==> src/rtl/clk_div_pkg.sv <==
// Shared definitions for the programmable clock divider control path:
// default widths, the retune sequencer states and the edge-wait timeout.
package clk_div_pkg;

  localparam int unsigned DIV_W         = 5;
  localparam int unsigned DEFAULT_RATIO = 1;

  typedef enum logic [2:0] {
    IDLE,
    WAIT_EDGE,
    GATE,
    APPLY,
    SETTLE
  } state_e;

  // Two full divided periods plus margin, so a stalled divider cannot hang a retune.
  function automatic logic [31:0] tmo_limit(input logic [31:0] ratio);
    return 32'd2 * ratio + 32'd2;
  endfunction

endpackage

==> src/rtl/edge_fall_det.sv <==
// Falling-edge detector for a slow signal sampled on the local clock:
// one history flop and an AND, usable by any clock-monitor block.
module edge_fall_det (
  input  logic i_clk,
  input  logic i_rst_n,
  input  logic i_sig,
  output logic o_fall
);

  logic sig_q;
  logic sig_d;

  always_comb sig_d = i_sig;

  always_ff @(posedge i_clk) begin
    if (!i_rst_n) sig_q <= 1'b0;
    else          sig_q <= sig_d;
  end

  assign o_fall = sig_q & ~i_sig;

endmodule

==> src/rtl/clk_div_ratio_ctrl.sv <==
// Ratio/enable sequencer for the integer clock divider: accepts ratio requests and
// swaps the ratio only while the divider is gated, aligned to a divided-clock fall.
module clk_div_ratio_ctrl #(
  parameter int unsigned DIV_W         = clk_div_pkg::DIV_W,
  parameter int unsigned DEFAULT_RATIO = clk_div_pkg::DEFAULT_RATIO,
  parameter int unsigned GATE_CYCLES   = 2,
  parameter int unsigned SETTLE_CYCLES = 2
) (
  input  logic             i_ref_clk,
  input  logic             i_rst_n,
  input  logic             i_req_valid,
  input  logic [DIV_W-1:0] i_req_ratio,
  output logic             o_req_ready,
  input  logic             i_div_clk,
  output logic [DIV_W-1:0] o_div_ratio,
  output logic             o_clk_en,
  output logic             o_busy,
  output logic             o_err
);
  import clk_div_pkg::*;

  localparam int unsigned TMO_W   = DIV_W + 2;
  localparam int unsigned CNT_MAX = (GATE_CYCLES > SETTLE_CYCLES) ? GATE_CYCLES : SETTLE_CYCLES;
  localparam int unsigned CNT_W   = (CNT_MAX > 1) ? $clog2(CNT_MAX) : 1;

  state_e             state_q, state_d;
  logic [DIV_W-1:0]   ratio_q, ratio_d;
  logic [DIV_W-1:0]   pend_q, pend_d;
  logic               clk_en_q, clk_en_d;
  logic               ready_q, ready_d;
  logic               busy_q, busy_d;
  logic               err_q, err_d;
  logic [TMO_W-1:0]   tmo_q, tmo_d;
  logic [CNT_W-1:0]   cnt_q, cnt_d;
  logic [TMO_W-1:0]   tmo_last;
  logic               fall;
  logic               accept;

  edge_fall_det u_fall_det (
    .i_clk   (i_ref_clk),
    .i_rst_n (i_rst_n),
    .i_sig   (i_div_clk),
    .o_fall  (fall)
  );

  assign accept   = i_req_valid & ready_q;
  assign tmo_last = TMO_W'(tmo_limit(32'(ratio_q)) - 32'd1);

  always_comb begin
    state_d  = state_q;
    ratio_d  = ratio_q;
    pend_d   = pend_q;
    clk_en_d = clk_en_q;
    ready_d  = ready_q;
    busy_d   = busy_q;
    err_d    = 1'b0;
    tmo_d    = tmo_q;
    cnt_d    = cnt_q;
    unique case (state_q)
      IDLE: begin
        ready_d = 1'b1;
        busy_d  = 1'b0;
        if (accept) begin
          if (i_req_ratio == '0) begin
            err_d = 1'b1;
          end else if (i_req_ratio == ratio_q) begin
            busy_d  = 1'b1;
            ready_d = 1'b0;
          end else begin
            pend_d  = i_req_ratio;
            busy_d  = 1'b1;
            ready_d = 1'b0;
            // A ratio of 1 (or an already-stopped divider) has no edge worth waiting for.
            if (ratio_q <= DIV_W'(1) || !clk_en_q) begin
              state_d  = GATE;
              clk_en_d = 1'b0;
              cnt_d    = '0;
            end else begin
              state_d = WAIT_EDGE;
              tmo_d   = '0;
            end
          end
        end
      end
      WAIT_EDGE: begin
        if (fall || tmo_q == tmo_last) begin
          state_d  = GATE;
          clk_en_d = 1'b0;
          cnt_d    = '0;
        end else begin
          tmo_d = tmo_q + TMO_W'(1);
        end
      end
      GATE: begin
        if (cnt_q == CNT_W'(GATE_CYCLES - 1)) begin
          state_d = APPLY;
          cnt_d   = '0;
        end else begin
          cnt_d = cnt_q + CNT_W'(1);
        end
      end
      APPLY: begin
        ratio_d = pend_q;
        state_d = SETTLE;
        cnt_d   = '0;
      end
      SETTLE: begin
        if (cnt_q == CNT_W'(SETTLE_CYCLES - 1)) begin
          state_d  = IDLE;
          clk_en_d = 1'b1;
          busy_d   = 1'b0;
          ready_d  = 1'b1;
        end else begin
          cnt_d = cnt_q + CNT_W'(1);
        end
      end
      default: state_d = IDLE;
    endcase
  end

  always_ff @(posedge i_ref_clk) begin
    if (!i_rst_n) begin
      state_q  <= IDLE;
      ratio_q  <= DIV_W'(DEFAULT_RATIO);
      pend_q   <= '0;
      clk_en_q <= 1'b1;
      ready_q  <= 1'b1;
      busy_q   <= 1'b0;
      err_q    <= 1'b0;
      tmo_q    <= '0;
      cnt_q    <= '0;
    end else begin
      state_q  <= state_d;
      ratio_q  <= ratio_d;
      pend_q   <= pend_d;
      clk_en_q <= clk_en_d;
      ready_q  <= ready_d;
      busy_q   <= busy_d;
      err_q    <= err_d;
      tmo_q    <= tmo_d;
      cnt_q    <= cnt_d;
    end
  end

  assign o_div_ratio = ratio_q;
  assign o_clk_en    = clk_en_q;
  assign o_req_ready = ready_q;
  assign o_busy      = busy_q;
  assign o_err       = err_q;

endmodule

==> config.mk <==
export PLATFORM = sky130hd
export DESIGN_NAME = clk_div_ratio_ctrl
export DESIGN_NICKNAME = d
export VERILOG_FILES = /design/src/rtl/clk_div_pkg.sv /design/src/rtl/edge_fall_det.sv /design/src/rtl/clk_div_ratio_ctrl.sv
export SDC_FILE = /design/constraint.sdc
export NUM_CORES = 1
export LEC_CHECK = 0
export CORE_MARGIN = 2
export CORE_UTILIZATION = 40
export CTS_CLUSTER_DIAMETER = 100
export DETAILED_ROUTE_END_ITERATION = 8
export PLACE_DENSITY = 0.68
export SYNTH_ARGS = -nofsm -noshare
export SYNTH_HDL_FRONTEND = slang
export SYNTH_SLANG_ARGS = --single-unit
==> constraint.sdc <==
create_clock -name i_ref_clk -period 5.3 [get_ports i_ref_clk]
set_clock_uncertainty 0.05 [all_clocks]
set_input_delay 0.53 -clock i_ref_clk [delete_from_list [all_inputs] [get_ports i_ref_clk]]
set_output_delay 0.53 -clock i_ref_clk [all_outputs]
set_load 0.02 [all_outputs]
== After elaboration in Yosys (flattened, before gate mapping) ==
Index checks and enable logic that the tools add are counted.
Storage, ports and cells
  output and inout bits: 9
  word-level logic and storage cells: 82
  input port bits: 9
  register bits: 26
Operators by class
  add/sub/neg operators: 4
  magnitude comparators: 1
  muxes and demuxes: 31
  reduce and logical (&&, ||, !) cells: 16
  bitwise logic cells: 5
  equality and inequality tests: 15
Operator list (number)
  $mux 7: 5
  $mux 3: 6
  $ne 2x2->1 const B: 9
  $reduce_and 6->1: 3
  $pmux 3 s5: 1
  $pmux 7 s2: 1
  $mux 1: 13
  $add 6x2->7 const B: 1
  $add 7x1->7 const B: 1
  $eq 7x7->1: 1
  $reduce_and 7->1: 1
  $sub 7x1->7 const B: 1
  $eq 3x2->1 const B: 2
  $eq 5x5->1: 1
  $le 5x1->1 const B: 1
  $logic_not 5->1: 1
  $pmux 1 s5: 1
  $reduce_bool 5->1: 1
  $pmux 1 s2: 2
  $reduce_and 4->1: 1
  $reduce_bool 2->1: 2
  $eq 3x1->1 const B: 1
  $eq 3x3->1 const B: 1
  $logic_not 3->1: 1
  other kinds (10): 14

== Longest topological paths before layout ==
  depth in word-level cells: 7
  mapped depth: 6

== Cells and area by module ==
A second synthesis with hierarchy kept.
Unflattened totals
  cells, all modules: 168
  area, all modules: 1392.6 sq um
By module, submodules not included
  clk_div_ratio_ctrl: seq. area each 500.5 sq um, cells an instance 165, times used 1, area each 1356.3 sq um
  edge_fall_det: seq. area each 20.0 sq um, cells an instance 3, times used 1, area each 36.3 sq um

== Worst setup path before layout ==
No wires, ideal clock.
  path kind: input to register
  from: input port i_req_ratio[1]
  to: register tmo_q[2]
  path buffers: 0
  required time: 5191 ps
  setup slack: 3427 ps
  stages on the path: 5
  data arrival time: 1763 ps
  path through: or4_4 o211ai_2 a21o_1 o311a_4 a221o_1
Between the ends
  longest elaborated chain between the ends: 3
  elaborated cells on any way between the ends: 5
  classes of those cells: 3 x eq/ne; 2 x reduce/logical
Ends and longest elaborated chain
  from (decl): line clk_div_ratio_ctrl.sv:12  | input logic [DIV_W-1:0] i_req_ratio,
  $eq 5x5->1 or $logic_not 5->1 (tied branches): line clk_div_ratio_ctrl.sv:66, clk_div_ratio_ctrl.sv:64
  $ne 2x2->1 (no line)
  $reduce_and 6->1 (no line) *
  to (signal assigned): line clk_div_ratio_ctrl.sv:140  | tmo_q <= tmo_d;
  to (decl): line clk_div_ratio_ctrl.sv:33  | logic [TMO_W-1:0] tmo_q, tmo_d;
Mark *: on every way between the ends. The rest lies on a longest branch, timed or not.
A chain may end at the register's enable or synchronous reset.

==> qor.yml <==
status: "complete, no violations"
start_util_pct: 41.2
worst_slew_pin_slew_ns: 0.697
cp_max_fo: 22
post-route-drc-count: 0
relSlewSlack_pct: 53.4
n_antenna_cell: 0
yosys.area.top_type: "dfxtp_1"
ys_warn_count: 0
ys_seq_area_share_pct: 38.4
start_kind: "input port"
viasPerCell: 5.08
fin_crit_sh_pct: 41.5
grt_first_pass_wirelength_mm: 4.80
io_buffers: 17
required_ns: 5.52
syn-num-nets: 154
ir_drop_uv: 139
syn_area_um2: 1350
yosysUniqueCellTypes: 43
drt-initial-drc-count: 31
avgSynthCellArea_um2: 9.40
power_density_nw_per_um2: 320
layout-drive-gt1-share_pct: 8.70
p_leak_nw: 0.659
grt_overflow: 0
clkSinkCount: 26
synth_common_cells: "dfxtp_1 (26), nor2b_1 (13), mux2i_1 (11), nor2_1 (11), nand2_1 (10)"
hold_class: "flip-flop to flip-flop"
gp_congestion: 0.886
cts_resized: 0
synth.most_common_cell: "dfxtp_1"
drv_slew: 0
max_cap_violations: 0
async_flop_share_pct: 0
cp_slowest_cell: "clkdlybuf4s50_1"
drt-total-wl_mm: 2.66
grt_usage_pct: 15.0
cts_tree: "yes"
power_uw: 517
syn_inst: 144
synth_edf_count: 0
synthToLayoutAreaGrowth_pct: 19.5
critical_path.endpoint_type: "flip-flop"
die_area_um2: 3870
drt-wirelength-per-cell_um: 12.8
path_cells: "clkdlybuf4s50_1, and2_0, nand2_1, nor2_1, a221o_1"
setup_viol: 0
rsz0062_at_grt: "no"
max_freq_ghz: 0.455
finalHoldViolations: 0
post-route-min-period_ns: 2.20
h-tree-depth: 1
clk_path_buf_depth: 2
crit_arrival_ns: 2.42
final_nets: 172
crit_type: "input port to flip-flop"
netlist_top_cells_area: "dfxtp_1 (38%), mux2i_1 (8.1%), nor2b_1 (6.0%)"
antenna_found_initial: 0
synth_top_area_share_pct: 38.4
grt_pass1_vias: 1068
cpPeakStageDelay_ns: 0.92
cts_buffers: 3
synth_flop_cell: "dfxtp_1"
grt_max_degree: 23
vias: 1052
clk_pin_slew_ns: 0.14
ant_nets: 0
ios: 18
clk_latency_ns: 0.32
die_x_um: 62.2
first_pass_iters: 4
die_y_um: 62.2
core_um2: 3280
setup_tns_ns: 0
row_count: 21
ctsHoldBuffers: 0
synth-seq-cells: 26
hpwl_mm: 2.01
root_buffer: "clkbuf_4"
cts_setup_buffers: 0
==> metrics by stage <==
stage	setup WS, ns	instance area [um^2]	cells	hold WS (ns)	util [%]
after CTS	3.09	1620	207	0.447	49.3
after global placement	2.84	1570	203	0.411	47.7
after floorplan	3.43	1350	144	0.391	-
final	3.10	1620	207	0.451	49.3
after detailed placement	2.75	1570	203	0.408	47.7
after global routing	2.91	1620	207	0.468	49.3
==> state kept, by name, indices dropped and copies added (netlist names) <==
signal            flops
o_busy                1
pend_q                5
o_err                 1
u_fall_det.sig_q      1
tmo_q                 7
o_req_ready           1
cnt_q                 1
o_div_ratio           5
state_q               3
o_clk_en              1
==> logic make-up (layout without fill, tap and decap cells) <==
logic type	count (synthesis)	after routing	synth area share, %
and+or+nand+nor	62	62	25.1
buffers and inverters	5	22	1.48
adders and majority gates	2	2	1.66
xor gates and xnor gates	11	11	7.12
AOI/OAI and AO/OA	27	27	18.0
muxes	11	11	8.13
DFF	26	26	38.4
==> area by class of cell <==
type,count,area [um^2]
tap,46,57.6
fill,321,1670
timing repair buffer,17,170
multi-input combinational,113,813
clock inverter,1,30.0
inverter,1,3.75
sequential,26,520
clock buffer,3,22.5
==> worst max-delay path, delay by kind of cell <==
kind,cells,cell delay (ns)
buffers and inverters,1,0.92
AND/OR/NAND/NOR,3,0.76
AO/OA/AOI/OAI,1,0.20
==> power by group <==
part	switching [mW]	internal, mW	total, mW
registers	0.0250	0.216	0.241
logic	0.0725	0.0680	0.141
clock network	0.0593	0.0764	0.136
==> metal layers <==
metal | vias up | track usage [%] | wire (um)
met5 | - | 0 | 0
met4 | 0 | 4.72 | 35
met3 | 4 | 2.36 | 48
met2 | 8 | 24.9 | 1240
met1 | 482 | 20.1 | 1330
li1 | 558 | - | -
==> worst paths after layout <==
path,from,endpoint,slack [ns],cells past startpoint
setup reg to reg,state_q[1],tmo_q[2],3.46,4
setup / recovery,i_rst_n,tmo_q[2],3.10,5
hold reg to reg,pend_q[0],o_div_ratio[0],0.45,2
hold / removal,pend_q[0],o_div_ratio[0],0.45,2
==> cell usage in the layout (no fill, tap or decap), types with 3 or more instances in the layout <==
cell type        Yosys  routed
mux2i_1             11      11
nand3_1              7       7
dfxtp_1             26      26
and3_1               5       5
clkbuf_4             0       3
a221o_1              5       5
and2_1               3       3
o21ai_0              4       4
nor2b_1             13      13
clkdlybuf4s50_1      0      17
nor2_1              11      11
xnor2_1              6       6
a21oi_1              4       4
nand2_1             10      10
nand2b_1             3       3
xor2_1               5       5
(Power assumes the default switching activity.)
